===== src/rtl/demux_pkg.sv =====
// Shared types and default sizing for the 1:2 lane demultiplexer.
package demux_pkg;

    typedef enum logic {
        LANE0 = 1'b0,
        LANE1 = 1'b1
    } lane_e;

    localparam int unsigned DEF_DATA_W = 2;
    localparam int unsigned DEF_DEPTH  = 4;

endpackage


===== src/rtl/lane_fifo.sv =====
// Show-ahead lane FIFO: storage, wrapping pointers, occupancy count, full/empty,
// and a single-cycle underflow pulse when a pop is requested while empty.
module lane_fifo #(
    parameter int unsigned DATA_W = 2,
    parameter int unsigned DEPTH  = 4
) (
    input  logic              clk,
    input  logic              reset,
    input  logic              push_i,
    input  logic [DATA_W-1:0] data_i,
    input  logic              pop_i,
    output logic              valid_o,
    output logic [DATA_W-1:0] data_o,
    output logic              full_o,
    output logic              underflow_o
);

    localparam int unsigned PTR_W = $clog2(DEPTH);
    localparam int unsigned CNT_W = $clog2(DEPTH) + 1;
    localparam logic [PTR_W-1:0] PTR_ONE = PTR_W'(1);
    localparam logic [CNT_W-1:0] CNT_ONE = CNT_W'(1);
    localparam logic [CNT_W-1:0] CNT_MAX = CNT_W'(DEPTH);

    logic [DATA_W-1:0] mem_q [DEPTH];
    logic [PTR_W-1:0]  wr_ptr_q, wr_ptr_d;
    logic [PTR_W-1:0]  rd_ptr_q, rd_ptr_d;
    logic [CNT_W-1:0]  count_q, count_d;
    logic              empty;
    logic              do_pop;

    assign empty       = (count_q == '0);
    assign full_o      = (count_q == CNT_MAX);
    assign valid_o     = !empty;
    assign data_o      = empty ? '0 : mem_q[rd_ptr_q];
    assign do_pop      = pop_i && !empty;
    assign underflow_o = pop_i && empty;

    // The caller gates push_i with !full_o, so no overflow guard is needed here.
    always_comb begin
        wr_ptr_d = wr_ptr_q;
        rd_ptr_d = rd_ptr_q;
        count_d  = count_q;
        if (push_i) begin
            wr_ptr_d = wr_ptr_q + PTR_ONE;
        end
        if (do_pop) begin
            rd_ptr_d = rd_ptr_q + PTR_ONE;
        end
        case ({push_i, do_pop})
            2'b10:   count_d = count_q + CNT_ONE;
            2'b01:   count_d = count_q - CNT_ONE;
            default: count_d = count_q;
        endcase
    end

    always_ff @(posedge clk or posedge reset) begin
        if (reset) begin
            wr_ptr_q <= '0;
            rd_ptr_q <= '0;
            count_q  <= '0;
        end else begin
            wr_ptr_q <= wr_ptr_d;
            rd_ptr_q <= rd_ptr_d;
            count_q  <= count_d;
        end
    end

    always_ff @(posedge clk) begin
        if (push_i) begin
            mem_q[wr_ptr_q] <= data_i;
        end
    end

endmodule


===== src/rtl/demux1_2_lanes.sv =====
// 1:2 demultiplexer into two independently drained lane FIFOs.
// Define DEMUX_ALTERNATE_EN to round-robin pushes instead of using selector.
module demux1_2_lanes
    import demux_pkg::*;
#(
    parameter int unsigned DATA_W = DEF_DATA_W,
    parameter int unsigned DEPTH  = DEF_DEPTH
) (
    input  logic              clk,
    input  logic              reset,
    input  logic              valid_in,
    input  logic [DATA_W-1:0] data_in,
    input  logic              selector,
    output logic              ready_in,
    output logic              valid_out0,
    output logic [DATA_W-1:0] data_out0,
    input  logic              pop0,
    output logic              valid_out1,
    output logic [DATA_W-1:0] data_out1,
    input  logic              pop1,
    output logic              err_underflow
);

    lane_e target;
    logic  full0, full1;
    logic  uf0, uf1;
    logic  accept;
    logic  err_q, err_d;

`ifdef DEMUX_ALTERNATE_EN
    logic alt_q, alt_d;

    assign target = lane_e'(alt_q);
    assign alt_d  = accept ? !alt_q : alt_q;

    always_ff @(posedge clk or posedge reset) begin
        if (reset) begin
            alt_q <= 1'b0;
        end else begin
            alt_q <= alt_d;
        end
    end
`else
    assign target = lane_e'(selector);
`endif

    // Full is taken from registered occupancy only, so a same-cycle pop never admits a push.
    assign ready_in = (target == LANE1) ? !full1 : !full0;
    assign accept   = valid_in && ready_in;

    lane_fifo #(
        .DATA_W(DATA_W),
        .DEPTH (DEPTH)
    ) u_lane0 (
        .clk        (clk),
        .reset      (reset),
        .push_i     (accept && (target == LANE0)),
        .data_i     (data_in),
        .pop_i      (pop0),
        .valid_o    (valid_out0),
        .data_o     (data_out0),
        .full_o     (full0),
        .underflow_o(uf0)
    );

    lane_fifo #(
        .DATA_W(DATA_W),
        .DEPTH (DEPTH)
    ) u_lane1 (
        .clk        (clk),
        .reset      (reset),
        .push_i     (accept && (target == LANE1)),
        .data_i     (data_in),
        .pop_i      (pop1),
        .valid_o    (valid_out1),
        .data_o     (data_out1),
        .full_o     (full1),
        .underflow_o(uf1)
    );

    assign err_d         = err_q || uf0 || uf1;
    assign err_underflow = err_q;

    always_ff @(posedge clk or posedge reset) begin
        if (reset) begin
            err_q <= 1'b0;
        end else begin
            err_q <= err_d;
        end
    end

endmodule


===== config.mk =====
export PLATFORM = sky130hd
export DESIGN_NAME = demux1_2_lanes
export DESIGN_NICKNAME = d
export VERILOG_FILES = /design/src/rtl/demux_pkg.sv /design/src/rtl/lane_fifo.sv /design/src/rtl/demux1_2_lanes.sv
export SDC_FILE = /design/constraint.sdc
export NUM_CORES = 1
export LEC_CHECK = 0
export CAP_MARGIN = 10
export CORE_MARGIN = 2
export CORE_UTILIZATION = 43
export CTS_CLUSTER_DIAMETER = 60
export DETAILED_ROUTE_END_ITERATION = 16
export GPL_ROUTABILITY_DRIVEN = 1
export SLEW_MARGIN = 10
export SYNTH_ARGS = -nofsm -noshare
export SYNTH_HDL_FRONTEND = slang
export SYNTH_SLANG_ARGS = --single-unit

===== constraint.sdc =====
create_clock -name clk -period 5.9 [get_ports clk]
set_input_delay 0.885 -clock clk [delete_from_list [all_inputs] [get_ports clk]]
set_output_delay 0.885 -clock clk [all_outputs]
set_load 0.03 [all_outputs]

# Word-level counts from Yosys, hierarchy flattened

Memories as Yosys holds them, arrays and structs flattened.
Index checks and enable logic that the tools add are counted.

Register bits after elaboration: 15
Latch bits: 0
Memory bits (writable): 16
ROM bits: 0
Logic and storage cells: 50
Memories kept: 2

Memories:

| memory        | depth | bits a word | read ports | clocked after memory_dff | wr ports | RTL line        | RTL |
|---|---|---|---|---|---|---|---|
| u_lane0.mem_q | 4     | 2           | 1          | 0                        | 1        | lane_fifo.sv:24 | `logic [DATA_W-1:0] mem_q [DEPTH];` |
| u_lane1.mem_q | 4     | 2           | 1          | 0                        | 1        | lane_fifo.sv:24 |  |

$add $sub $neg: 8
$mul: 0
Div/mod/pow operators: 0
Magnitude comparators: 0
Equal/unequal tests: 6
Shifts and indexed selects: 0
Muxes and demuxes: 9
Bitwise gates (word level): 1
Reductions and logical operators: 17

Operators with widths:

| cell                                                                   | count |
|---|---|
| 3-bit case mux with 2 select lines                                     | 2 |
| 2-bit by 1-bit adder with 2-bit output (second input constant)         | 4 |
| 1-bit logical AND                                                      | 7 |
| 3-bit by 1-bit adder with 3-bit output (second input constant)         | 2 |
| 3-bit equality test (second input constant)                            | 2 |
| 3-bit zero test                                                        | 2 |
| 3-bit by 1-bit subtractor with 3-bit output (second input constant)    | 2 |
| 1-bit two-way mux                                                      | 5 |
| 2-bit by 1-bit equality test with 1-bit output (second input constant) | 2 |
| 2-bit equality test (second input constant)                            | 2 |
| 1-bit zero test                                                        | 4 |
| 2-bit two-way mux                                                      | 2 |
| 2-bit nonzero test                                                     | 2 |
| 1-bit logical OR                                                       | 2 |
| 1-bit NOT                                                              | 1 |

# Depth between registers and ports, before layout

Depth in word-level cells: 7
Gate-level depth with buffers: 10
Gate-level depth less buffers: 9

# Hierarchy

Synthesis repeated with hierarchy kept, for this count alone.

Cell total of the unflattened synthesis: 112
Area, all modules: 1520.2 µm²

Modules (own cells, without submodules):

| module         | times used | cells each | area an instance (µm²) | sequential area each (µm²) |
|---|---|---|---|---|
| lane_fifo      | 2          | 53         | 729.4                  | 415.4 |
| demux1_2_lanes | 1          | 6          | 61.3                   | 25.0 |

# Worst setup path before layout

No wires, ideal clock.

Kind: input -> output
Start point: input port selector
End point: output port ready_in
Arrival time: 1.448 ns
Setup slack: 3.567 ns
Stages on the path: 1
Cells stage by stage: a31oi_1

Cells in the longest elaborated chain, start to end: 1

RTL lines:

| item              | RTL line             | RTL |
|---|---|---|
| from (decl)       | demux1_2_lanes.sv:13 | `input logic selector,` |
| 1-bit two-way mux | demux1_2_lanes.sv:48 | `assign ready_in = (target == LANE1) ? !full1 : !full0;` |
| to (decl)         | demux1_2_lanes.sv:14 | `output logic ready_in,` |

Every way passes these cells.

# Final worst setup path

Ends and elaborated chain as after synthesis.

==> run_results.csv <==
group,metric,value,unit
route,firstDrtPassIters,6,
clock_network,cts_resized,0,
yosys,synth_top_cell_by_area,"edfxtp_1",
die,core_area,3360,µm²
die,dieArea,3990,µm²
global_routing,antenna_found_initial,0,
critical_path,crit_required,5020,ps
critical_path,cp.buffers_inverters,2,
finish,synthToLayoutAreaGrowth,16.0,%
yosys,synth_area_leaders,"edfxtp_1, dfrtp_1, ha_1, mux4_2, and2_1",
finish,stdcell_count,176,
critical_path,cp_slowest_cell,"clkdlybuf4s50_1",
yosys,syn_area,1510,µm²
yosys,synth_compound_area_frac,0.0141,
power,p_per_area,472,nW/µm²
critical_path,slowest_delay,690,ps
place,place_inst,168,
place,portBuffers,15,
critical_path,startpoint_type,"input port",
die,die_width,63.2,µm
clock_network,cts_setup_buffers,0,
sta,setup_violations,0,
critical_path,path_class,"in -> out",
sta,slew_viol_final,0,
place,place_congestion,0.730,
place,place_hpwl,1.72,mm
global_routing,grt_pass1_wl,3.93,mm
yosys,synth-seq-area-share,0.568,
clock_network,numCtsBuffers,5,
sta,hold_ws,501,ps
die,die_h,63.2,µm
sta,min_period,3170,ps
sta,hold_violations,0,
clock_network,cts_root_buffer,"clkbuf_4",
sta,fmax,316,MHz
clock_network,htree_levels,2,
min_path,min_from,"u_lane0.count_q[2]",
clock_network,ctsHoldBuffers,0,
yosys,synth_edf_count,16,
sta,fin_skew,4.83,ps
job,drv_cap,0,
die,start_util,0.448,
yosys,syn_avg_cell_area,13.8,µm²
global_routing,grt_pass1_vias,849,
yosys,ys_ff_latch,31,
route,initialDrtViolationCount,7,
critical_path,reg2reg_to,"u_lane0.count_q[2]",
sta,rsz0062_at_grt,"false",
clock_network,clockBufferDepth,2,
yosys,syn_nets,129,
global_routing,grt_use_total,0.133,
route,antenna_left,0,
power,leakage,0.724,nW
die,io_pins,16,
yosys,synth.most_common_cell,"edfxtp_1",
yosys,synth_cell_type_count,25,
critical_path,worst_setup_path_end_kind,"output port",
yosys,yosys.area_share.xor_xnor,0.0698,
critical_path,path_cells,"clkdlybuf4s50_1 -> nor2_1 -> a31oi_1 -> clkdlybuf4s50_1",
critical_path,crit_top_cell,"clkdlybuf4s50_1",
finish,drive_above_1_share,0.123,
sta,tightest_slew,592,ps
route,detail_route.wl_per_cell,12.8,µm
route,drt-total-wl,2.26,mm
critical_path,critPathTopFamily,"buffers and inverters",
route,routed_via_density,4.61,
yosys,synthAdderAreaFrac,0.110,
route,via_count,812,
yosys,yosys_warnings,0,
finish,nets,149,
finish,diodes,0,
min_path,holdPathStages,1,
critical_path,timing.rr.start,"u_lane0.count_q[0]",
global_routing,grt_overflow,0,
yosys,postSynthCellCount,109,
sta,relSlewSlack,0.605,
critical_path,cp_data_arrival_time,2280,ps
yosys,synthMuxAreaShare,0.0905,
clock_network,clk_latency,320,ps
sta,finalCritPeriodShare,0.537,
critical_path,crit_fanout,4,
run_status,outcome,"complete, no violations",
clock_network,path_clk_slew,90,ps
global_routing,grt_max_degree,16,
min_path,worstHoldPathType,"reg -> reg",
yosys,ys_top_cells_by_count,"edfxtp_1, dfrtp_1, inv_1",
yosys,synthSimpleGateAreaFrac,0.100,
yosys,synth_top_family_by_area,"adder cells",
clock_network,cts_sinks,31,
sta,tns,0,ps
route,drc,0,
yosys,synth-async-reset-ratio,0.484,
critical_path,regToRegSetupSlack,3650,ps
critical_path,worstRegToRegCells,9,
power,ir_drop,0.195,mV
clock_network,cts_tree,"done",
die,rows,21,
critical_path,crit_path_start,"selector",
yosys,ys.flop_type,"edfxtp_1",
yosys,netlist.area_leader.share,0.319,
min_path,min_to,"u_lane0.count_q[2]",
==> sequential cells by signal, summed over array words and instances, names as in the netlist <==
name,cells
u_lane0.wr_ptr_q,2
u_lane0.mem_q,8
u_lane1.rd_ptr_q,2
u_lane1.mem_q,8
u_lane1.wr_ptr_q,2
u_lane0.rd_ptr_q,2
u_lane1.count_q,3
u_lane0.count_q,3
err_underflow,1
==> layer usage <==
| layer | part of all wire | global-route usage | up-vias | wire length, µm |
|---|---|---|---|---|
| met5 | 0 | 0 | - | 0 |
| met4 | 0.0058 | 0.0489 | 0 | 13 |
| met3 | 0.045 | 0.0554 | 2 | 102 |
| met2 | 0.47 | 0.205 | 21 | 1070 |
| met1 | 0.47 | 0.168 | 388 | 1070 |
| li1 | - | - | 401 | - |
==> logic make-up after synthesis <==
group           count (synthesis)
flops                          31
simple gates                   25
buf+inv                        17
xor+xnor                       12
fa+ha+maj                      12
mux                             8
compound gates                  4
==> per-stage QoR <==
stage / total power, mW / utilization / setup WS (ps) / cell area, µm²
2_1_floorplan: 0.612 / - / 3570 / 1510
3_3_place_gp: 0.706 / 0.505 / 2750 / 1700
3_5_place_dp: 0.720 / 0.505 / 2750 / 1700
4_1_cts: 0.835 / 0.520 / 2740 / 1750
5_1_grt: 0.891 / 0.520 / 2680 / 1750
6_report: 0.824 / 0.520 / 2730 / 1750
==> power breakdown <==
part	internal (mW)	switching, mW	leakage [nW]	total, mW
Clock	0.0441	0.0691	0.0273	0.113
Combinational	0.180	0.180	0.379	0.359
Sequential	0.293	0.0583	0.317	0.352
==> placed cells by master, fill, tap and decap left out, types with 5 or more instances in the layout <==
cell	instances
ha_1	10
clkdlybuf4s50_1	15
and2_1	10
xor2_1	6
dfrtp_1	15
clkbuf_4	5
xnor2_1	6
inv_1	15
edfxtp_1	16
==> how the worst max path moves through the flow <==
stage | depth (start not counted) | endpoint | slack (ps)
6_report | 4 | ready_in | 2730
5_1_grt | 4 | ready_in | 2680
4_1_cts | 4 | ready_in | 2740
3_5_place_dp | 4 | ready_in | 2750
3_3_place_gp | 4 | ready_in | 2750
2_1_floorplan | 1 | ready_in | 3570
==> area by class of cell <==
cell class	count	area, µm²
Fill cell	317	1620
Sequential cell	31	856
Clock inverter	2	7.51
Inverter	15	56.3
Multi-Input combinational cell	61	579
Clock buffer	6	41.3
Timing Repair Buffer	15	150
Tap cell	46	57.6
(Power assumes the default switching activity.)
